`config.mk`:
```
export PLATFORM = sky130hd
export DESIGN_NAME = video_scanout_controller
export DESIGN_NICKNAME = d
export VERILOG_FILES = /design/src/rtl/video_scanout_controller.sv
export SDC_FILE = /design/constraint.sdc
export NUM_CORES = 1
export LEC_CHECK = 0
export CORE_MARGIN = 2
export CORE_UTILIZATION = 55
export DETAILED_ROUTE_END_ITERATION = 12
export GPL_TIMING_DRIVEN = 0
export HOLD_SLACK_MARGIN = 0.15
export PLACE_DENSITY = 0.9
export SLEW_MARGIN = 10
export SYNTH_ARGS = -nofsm -noshare
export SYNTH_HDL_FRONTEND = slang
export SYNTH_SLANG_ARGS = --single-unit
```
`constraint.sdc`:
```
create_clock -name clock -period 3.6 [get_ports clock]
set_input_delay 0.9 -clock clock [delete_from_list [all_inputs] [get_ports clock]]
set_output_delay 0.9 -clock clock [all_outputs]
set_load 0.01 [all_outputs]
```
`src/rtl/video_scanout_controller.sv`:
```
// video_scanout_controller: VGA raster timing generator with a raster-order
// framebuffer prefetcher and a first-word-fall-through pixel FIFO.
//
// Ports:
//   clock, reset          system clock, asynchronous active-high reset
//   pixel_tick            pixel-rate enable; raster advances only when high
//   frame_select          requested frame, latched at each frame boundary
//   fb_req/fb_addr/       framebuffer read request; address and frame are
//   fb_frame              held stable while fb_req waits for fb_ack
//   fb_ack/fb_data        request accepted, read byte valid this cycle
//   pixel_x_pos/_y_pos    current raster counters
//   pixel_data            FIFO head while active and non-empty, else 0
//   active_video, hsync,  registered raster qualifiers, aligned with the
//   vsync                 counters (syncs are active-low)
//   underflow             sticky FIFO underrun, cleared by underflow_clear

module video_scanout_controller #(
    parameter int H_ACTIVE   = 640,
    parameter int H_FP       = 16,
    parameter int H_SYNC     = 96,
    parameter int H_BP       = 48,
    parameter int V_ACTIVE   = 480,
    parameter int V_FP       = 10,
    parameter int V_SYNC     = 2,
    parameter int V_BP       = 33,
    parameter int FIFO_DEPTH = 4
) (
    input  logic        clock,
    input  logic        reset,
    input  logic        pixel_tick,
    input  logic        frame_select,
    output logic        fb_req,
    output logic [18:0] fb_addr,
    output logic        fb_frame,
    input  logic        fb_ack,
    input  logic [7:0]  fb_data,
    output logic [9:0]  pixel_x_pos,
    output logic [9:0]  pixel_y_pos,
    output logic [7:0]  pixel_data,
    output logic        active_video,
    output logic        hsync,
    output logic        vsync,
    output logic        underflow,
    input  logic        underflow_clear
);

    localparam int H_TOTAL = H_ACTIVE + H_FP + H_SYNC + H_BP;
    localparam int V_TOTAL = V_ACTIVE + V_FP + V_SYNC + V_BP;
    localparam int PW      = $clog2(FIFO_DEPTH);
    localparam int CW      = PW + 1;

    localparam logic [9:0]  H_LAST   = 10'(H_TOTAL - 1);
    localparam logic [9:0]  V_LAST   = 10'(V_TOTAL - 1);
    localparam logic [9:0]  H_ACT_L  = 10'(H_ACTIVE);
    localparam logic [9:0]  V_ACT_L  = 10'(V_ACTIVE);
    localparam logic [9:0]  V_FLUSH  = 10'(V_ACTIVE - 1);
    localparam logic [9:0]  HS_START = 10'(H_ACTIVE + H_FP);
    localparam logic [9:0]  HS_END   = 10'(H_ACTIVE + H_FP + H_SYNC);
    localparam logic [9:0]  VS_START = 10'(V_ACTIVE + V_FP);
    localparam logic [9:0]  VS_END   = 10'(V_ACTIVE + V_FP + V_SYNC);
    localparam logic [18:0] FRAME_END = 19'(H_ACTIVE * V_ACTIVE);
    localparam logic [CW-1:0] DEPTH_C = CW'(FIFO_DEPTH);

    // FETCH_DROP: request issued for the previous frame is still waiting
    // for its ack; that byte is thrown away when it arrives.
    typedef enum logic [1:0] {
        FETCH_IDLE,
        FETCH_REQ,
        FETCH_DROP
    } fetch_state_t;

    fetch_state_t state_q, state_d;

    logic [9:0]    h_q, v_q, h_d, v_d;
    logic          hsync_q, vsync_q, active_q;
    logic          last_h, last_v, flush;

    logic [7:0]    fifo_mem [FIFO_DEPTH];
    logic [PW-1:0] wr_ptr, rd_ptr;
    logic [CW-1:0] count;
    logic          fifo_empty, push, pop, uf_set;

    logic [18:0]   fetch_addr, fetch_d;
    logic          frame_q, frame_d;
    logic [18:0]   fb_addr_q;
    logic          fb_frame_q;
    logic          hold_req;
    logic          underflow_q;

    // Raster counters

    assign last_h = (h_q == H_LAST);
    assign last_v = (v_q == V_LAST);

    // The tick that moves the raster onto (0, V_ACTIVE) starts the next
    // frame's prefetch: all of vertical blanking is available to refill.
    assign flush = pixel_tick && last_h && (v_q == V_FLUSH);

    always_comb begin
        h_d = h_q;
        v_d = v_q;
        if (pixel_tick) begin
            if (last_h) begin
                h_d = '0;
                v_d = last_v ? '0 : v_q + 10'd1;
            end else begin
                h_d = h_q + 10'd1;
            end
        end
    end

    // Qualifiers are computed from the next counter values so they land
    // in the same cycle as the counters they describe.
    always_ff @(posedge clock or posedge reset) begin
        if (reset) begin
            h_q      <= '0;
            v_q      <= '0;
            hsync_q  <= 1'b1;
            vsync_q  <= 1'b1;
            active_q <= 1'b1;
        end else begin
            h_q      <= h_d;
            v_q      <= v_d;
            hsync_q  <= !((h_d >= HS_START) && (h_d < HS_END));
            vsync_q  <= !((v_d >= VS_START) && (v_d < VS_END));
            active_q <= (h_d < H_ACT_L) && (v_d < V_ACT_L);
        end
    end

    // Fetch FSM

    always_ff @(posedge clock or posedge reset) begin
        if (reset) begin
            state_q <= FETCH_IDLE;
        end else begin
            state_q <= state_d;
        end
    end

    always_comb begin
        state_d = state_q;
        unique case (state_q)
            FETCH_IDLE: begin
                if (!flush && (fetch_addr < FRAME_END) &&
                    (count < DEPTH_C)) begin
                    state_d = FETCH_REQ;
                end
            end
            FETCH_REQ: begin
                if (fb_ack) begin
                    state_d = FETCH_IDLE;
                end else if (flush) begin
                    state_d = FETCH_DROP;
                end
            end
            FETCH_DROP: begin
                if (fb_ack) begin
                    state_d = FETCH_IDLE;
                end
            end
            default: state_d = FETCH_IDLE;
        endcase
    end

    // An ack landing on the flush cycle belongs to the old frame, so it
    // is dropped exactly like one arriving in FETCH_DROP.
    assign push     = (state_q == FETCH_REQ) && fb_ack && !flush;
    assign hold_req = (state_q != FETCH_IDLE) && !fb_ack;

    assign fetch_d = flush ? '0 :
                     push  ? fetch_addr + 19'd1 : fetch_addr;
    assign frame_d = flush ? frame_select : frame_q;

    always_ff @(posedge clock or posedge reset) begin
        if (reset) begin
            fetch_addr <= '0;
            frame_q    <= 1'b0;
            fb_addr_q  <= '0;
            fb_frame_q <= 1'b0;
        end else begin
            fetch_addr <= fetch_d;
            frame_q    <= frame_d;
            if (!hold_req) begin
                fb_addr_q  <= fetch_d;
                fb_frame_q <= frame_d;
            end
        end
    end

    // Prefetch FIFO

    assign fifo_empty = (count == '0);
    assign pop        = pixel_tick && active_q && !fifo_empty;
    assign uf_set     = pixel_tick && active_q && fifo_empty;

    always_ff @(posedge clock) begin
        if (push) begin
            fifo_mem[wr_ptr] <= fb_data;
        end
    end

    always_ff @(posedge clock or posedge reset) begin
        if (reset) begin
            wr_ptr <= '0;
            rd_ptr <= '0;
            count  <= '0;
        end else if (flush) begin
            wr_ptr <= '0;
            rd_ptr <= '0;
            count  <= '0;
        end else begin
            if (push) begin
                wr_ptr <= wr_ptr + PW'(1);
            end
            if (pop) begin
                rd_ptr <= rd_ptr + PW'(1);
            end
            count <= count + CW'(push) - CW'(pop);
        end
    end

    // Underrun status: a set in the same cycle as a clear wins.
    always_ff @(posedge clock or posedge reset) begin
        if (reset) begin
            underflow_q <= 1'b0;
        end else if (uf_set) begin
            underflow_q <= 1'b1;
        end else if (underflow_clear) begin
            underflow_q <= 1'b0;
        end
    end

    // Outputs

    assign fb_req       = (state_q != FETCH_IDLE);
    assign fb_addr      = fb_addr_q;
    assign fb_frame     = fb_frame_q;
    assign pixel_x_pos  = h_q;
    assign pixel_y_pos  = v_q;
    assign hsync        = hsync_q;
    assign vsync        = vsync_q;
    assign active_video = active_q;
    assign underflow    = underflow_q;
    assign pixel_data   = (active_q && !fifo_empty) ?
                          fifo_mem[rd_ptr] : 8'h00;

endmodule

```
== After elaboration in Yosys (flattened, before gate mapping) ==
Memory sizes are Yosys's and may differ from the RTL's.
Cells that the tools add are included.

* Add/subtract/negate cells: 7
* $lt $le $gt $ge: 8
* Equality and inequality tests: 8
* Muxes and demuxes: 23
* Reduce and logical (&&, ||, !) cells: 26

{| class="wikitable"
|+ Operator list
! cell !! number
|-
| two-way mux 10 bit || 5
|-
| two-way mux 19 bit || 2
|-
| adder 10 x 1 -> 10 bit (second input constant) || 2
|-
| == test 10 bit (second input constant) || 2
|-
| less-than comparator 10 bit (second input constant) || 2
|-
| less-than comparator 10 x 9 -> 1 bit (second input constant) || 2
|-
| adder 19 x 1 -> 19 bit (second input constant) || 1
|-
| less-than comparator 19 bit (second input constant) || 1
|-
| two-way mux 2 bit || 8
|-
| logical AND 1 bit || 14
|-
| == test 10 x 9 -> 1 bit (second input constant) || 1
|-
| >= comparator 10 bit (second input constant) || 1
|-
| >= comparator 10 x 9 -> 1 bit (second input constant) || 1
|-
| two-way mux 8 bit || 1
|-
| nonzero test 2 bit || 4
|-
| one-hot mux 2 bit (3 select lines) || 1
|-
| zero test 1 bit || 5
|-
| two-way mux 1 bit || 5
|-
| adder 2 x 1 -> 2 bit (second input constant) || 2
|-
| inequality test 2 bit (second input constant) || 2
|-
| adder 3 x 1 -> 3 bit || 1
|-
| zero test 3 bit || 1
|-
| less-than comparator 3 bit (second input constant) || 1
|-
| two-way mux 3 bit || 1
|-
| other kinds (6) || 6
|}

* Bits in registers: 73
* Bits in writable memories: 32
* Bits of input ports: 14
* Output and inout bits: 53
* Word-level logic and storage cells: 87
* Memories kept: 1

{| class="wikitable"
|+ Memories
! memory !! words !! width !! rd ports !! clocked after memory_dff !! wr ports !! line !! text
|-
| fifo_mem || 4 || 8 || 1 || 0 || 1 || 78 || <nowiki>logic [7:0] fifo_mem [FIFO_DEPTH];</nowiki>
|}

== Longest topological paths before layout ==
Gate-level depths: netlist (run 1).

* Depth in word-level cells: 8
* Mapped depth: 13
* Depth with buffers taken out: 13

== Least setup slack after synthesis (run 1) ==
No wires, ideal clock.

* Kind: input port to flip-flop
* Start point: in pixel_tick
* End point: reg count[2]
* Library setup time: 0.132 ns
* Arrival time: 3.201 ns
* Data required time: 3.468 ns
* Setup slack: 0.267 ns
* Stages: 13
* Path buffers: 1
* Cells stage by stage: buf_2 nand3_2 nor4_1 nand4_1 nand2_1 ha_1 inv_1 ha_1 inv_1 fa_1 xor2_1 xnor2_1 nor2_1

* Longest elaborated chain between the ends: 7
* Elaborated cells on any way between the ends: 9
* Classes of those cells: 2 x add/sub; 1 x mux; 6 x reduce/logical

{| class="wikitable"
|+ Ends and longest elaborated chain
! what !! line !! text
|-
| start, declared || 30 || <nowiki>input logic pixel_tick,</nowiki>
|-
| logical AND 1 bit (2 in a row) || 97 || <nowiki>assign flush = pixel_tick && last_h && (v_q == V_FLUSH);</nowiki>
|-
| zero test 1 bit || 167 || <nowiki>assign push = (state_q == FETCH_REQ) && fb_ack && !flush;</nowiki>
|-
| logical AND 1 bit || 167 ||
|-
| adder 3 x 1 -> 3 bit || 218 || <nowiki>count <= count + CW'(push) - CW'(pop);</nowiki>
|-
| subtractor 3 x 1 -> 3 bit || 218 ||
|-
| two-way mux 3 bit (*) || 207 || <nowiki>end else if (flush) begin</nowiki>
|-
| end signal, assigned || 218 ||
|-
| end, declared || 80 || <nowiki>logic [CW-1:0] count;</nowiki>
|}

Mark *: on every way between the ends. The rest lies on a longest branch, timed or not.
A chain may end at the register's enable or synchronous reset.

== Worst setup path after layout (run 1) ==
* Start point: reg rd_ptr[0]
* End point: out pixel_data[1]

* Longest elaborated chain between the ends: 2

{| class="wikitable"
|+ Ends and longest elaborated chain
! what !! line !! text
|-
| start, declared || 79 || <nowiki>logic [PW-1:0] wr_ptr, rd_ptr;</nowiki>
|-
| start signal, assigned || 216 || <nowiki>rd_ptr <= rd_ptr + PW'(1);</nowiki>
|-
| memory read (4 x 8 bit) || -- ||
|-
| two-way mux 8 bit || 244 || <nowiki>assign pixel_data = (active_q && !fifo_empty) ?</nowiki>
|-
| end, declared || 39 || <nowiki>output logic [7:0] pixel_data,</nowiki>
|}

No other way between the ends.

==> impl_metrics.csv, run 1 <==
group,metric,value,unit
status,status,"finished clean",
final_layout,area_growth,21.3,%
pwr,p_total,3.42,mW
placed_design,gp_congestion,0.908,
worst_setup_path,r2r-start,"pixel_x_pos[0]",
die,placementRows,34,
drt,postRouteAntennaNets,0,
synthesis,avgSynthCellArea,11.3,um2
worst_setup_path,reg2reg_depth,13,
min_path,min-delay-path-class,"reg -> reg",
timing,period_minus_slack,3.43,ns
die,die_h,98.2,um
placed_design,dpl_worst_slack,-0.288,ns
drt,viasPerCell,5.77,
final_layout,instances_no_fill,624,
timing,setup_tns,0,ns
timing,finalSetupViolCount,0,
worst_setup_path,worst-endpoint-arrival,2.53,ns
die,io_pins,67,
final_layout,drive_gt1_share,8.53,%
global_route,grt_max_degree,43,
timing,worst_pin_slew,0.787,ns
global_route,antenna_found_initial,0,
drt,wl,10700,um
synthesis,async_flop_share,69.5,%
global_route,grt_pass1_vias,3616,
clock_network,cts_tree,"yes",
die,die_w,98.2,um
worst_setup_path,critical_path_class,"reg -> out",
drt,first_pass_iters,4,
timing,fmax,0.291,GHz
die,fp.coreArea,8680,um2
timing,setup_slack,0.166,ns
synthesis,ys.warnings.count,0,
synthesis,seq_area_frac_synth,57.1,%
final_layout,fin_nets,536,
final_layout,insertedDiodeCount,0,
worst_setup_path,ff2ff_setup_slack,0.44,ns
clock_network,cts_made_buffers,9,
worst_setup_path,end_kind,"output pin",
global_route,grt_usage,23.3,%
clock_network,clk_pin_slew,0.10,ns
die,design.die.area,9650,um2
die,initial_utilization,56.3,%
timing,hold_violations,0,
timing,relSlewSlack,47.5,%
final_layout,num-fill-cells,651,
worst_setup_path,path_max_fanout,10,
synthesis,syn_inst,432,
placed_design,port_buffers,65,
clock_network,cts_root_buf,"clkbuf_8",
worst_setup_path,worstSetupStartpoint,"rd_ptr[0]",
timing,fin_skew,0.0127,ns
timing,rsz0062_at_grt,"no",
clock_network,h-tree-depth,3,
clock_network,cts_hold_buf,0,
placed_design,dpl.cell_count,606,
placed_design,dp_hpwl,7510,um
timing,layout_worst_path_cycle_share,95.4,%
pwr,ir_worst_vdd,0.258,mV
worst_setup_path,startpoint_type,"flip-flop",
synthesis,netlist_area,4880,um2
run,max-cap-violations,0,
pwr,power_per_cell_area,578,nW/um2
synthesis,post_synth_num_cell_types,54,
clock_network,clock_latency,0.36,ns
synthesis,synth_flop_cell,"dfrtp_1",
timing,whs,0.483,ns
global_route,grt_pass1_wl,18000,um
synthesis,yosys_register_bits,105,
clock_network,cts.sinks,105,
pwr,p_leak,2.35,nW
synthesis,synth_edf_count,32,
worst_setup_path,critical_path.endpoint,"pixel_data[1]",
worst_setup_path,cp.required,2.70,ns
clock_network,max-clock-path-buffers,2,
synthesis,synth_fp_nets,457,
worst_setup_path,rr_endpoint,"count[2]",
drt,dr.first_iter.drc_count,242,
global_route,globalRouteOverflowTotal,0,
timing,maxSlewViolCount,0,
drt,route.detailed.drc,0,
drt,vias,3600,
drt,wire_per_inst,17.2,um
==> placed cells by master (no fill, tap or decap), types with 8 or more instances in the layout <==
| cell type | instances |
|---|---|
| dfrtp_1 | 70 |
| clkdlybuf4s50_1 | 65 |
| inv_1 | 18 |
| clkbuf_1 | 10 |
| nand2_1 | 45 |
| edfxtp_1 | 32 |
| nor2b_1 | 9 |
| xor2_1 | 8 |
| clkbuf_8 | 9 |
| ha_1 | 10 |
| nand4_1 | 11 |
| xnor2_1 | 23 |
| o21ai_0 | 18 |
| nand3_1 | 16 |
| nor3_1 | 13 |
| nor2_1 | 41 |
| o31ai_1 | 14 |
| mux4_2 | 8 |
==> sequential cells by signal (all words and copies together) (netlist names), 2 cells and up <==
| signal | cells |
|---|---|
| pixel_y_pos | 10 |
| fetch_addr | 19 |
| rd_ptr | 2 |
| count | 3 |
| state_q | 2 |
| wr_ptr | 2 |
| pixel_x_pos | 10 |
| fifo_mem | 32 |
| fb_addr | 19 |
==> layout make-up <==
| cell class | count | area (um2) | area share [%] |
|---|---|---|---|
| plain buffers | 17 | 71.3 | 1.20 |
| flip-flops and latches | 105 | 2790 | 47.1 |
| clock inverters | 6 | 73.8 | 1.25 |
| multi-input cells | 291 | 1960 | 33.1 |
| clock buffers | 10 | 129 | 2.18 |
| well taps | 108 | 135 | 2.28 |
| inverters | 19 | 73.8 | 1.25 |
| repair buffers | 68 | 686 | 11.6 |
==> cells by family after synthesis <==
logic type      count (synthesis)  share of synthesized area, %
buf+inv                        36                          2.89
fa+ha+maj                      11                          2.97
flops                         105                          57.1
xor+xnor                       31                          5.56
simple gates                  172                          17.8
compound gates                 63                          8.63
mux                            14                          5.02
==> critical path, stage by stage, from the launching register on <==
cell and delay (ns):
dfrtp_1 0.34, clkbuf_1 0.60, mux4_2 0.58, nor2b_1 0.14, clkdlybuf4s50_1 0.51
==> metal layers <==
layer  share of wire, %  up-vias  wire length (um)  global-route usage [%]
met1                 43     1755              4640                    31.4
li1                   -     1720                 -                       -
met3                4.7       16               500                    3.58
met2                 50      109              5390                    38.7
met5                  0        -                 0                       0
met4                1.7        0               186                    8.54
==> how the worst min path moves through the flow <==
stage               start         end  slack, ns  depth (start not counted)
3_3_place_gp   fb_addr[4]  fb_addr[4]       0.46                          2
6_report       fb_addr[8]  fb_addr[8]       0.48                          2
3_5_place_dp   fb_addr[8]  fb_addr[8]       0.47                          2
2_1_floorplan  state_q[1]  state_q[0]       0.46                          1
5_1_grt        fb_addr[6]  fb_addr[6]       0.52                          2
4_1_cts        fb_addr[8]  fb_addr[8]       0.49                          2
==> repair_timing <==
action                     in CTS  in global routing
gates resized for setup         0                  3
setup buffers                   0                  2
setup endpoints to repair       0                  1
==> report_power, final <==
part           leakage, nW  switching, mW  internal [mW]
Sequential            1.24          0.162           1.42
Combinational         1.01          0.537          0.552
Clock                0.106          0.411          0.335
==> metrics by stage <==
stage          util, %  instance area [um2]
3_3_place_gp      65.3                 5670
4_1_cts           67.9                 5900
5_1_grt           68.3                 5920
6_report          68.3                 5920
3_5_place_dp      65.6                 5690
2_1_floorplan        -                 4880
==> synth_stat cells (all sizes together), types with 2 or more instances <==
master	count	area share (%)
nor3	13	1.3
o21ai	19	1.9
a31oi	3	0.38
dfstp	3	1.6
nand2b	4	0.51
nand2	45	3.5
a211oi	3	0.46
and2	4	0.51
nor2b	9	1.2
o31ai	15	2.3
nor4	5	0.64
and4	4	0.72
mux2	4	0.92
dfrtp	70	36
and3	7	0.90
clkbuf	11	0.85
nor2	41	3.2
or4	4	0.69
a21o	2	0.31
inv	19	1.5
nand4	11	1.4
mux4	8	3.7
o41ai	2	0.36
nor4bb	3	0.61
o21bai	2	0.31
a21oi	7	0.72
ha	10	2.6
xnor2	23	4.1
buf	6	0.59
xor2	8	1.4
edfxtp	32	20
nand3	17	1.8
mux2i	2	0.41
(Power assumes the default switching activity.)
==> run 2: changes to the inputs <==
Settings changed: ABC_CLOCK_PERIOD_IN_PS set to 3600.
==> results of run 2 <==
Same layout as run 1: the final DEF is identical, and so are final timing and power.
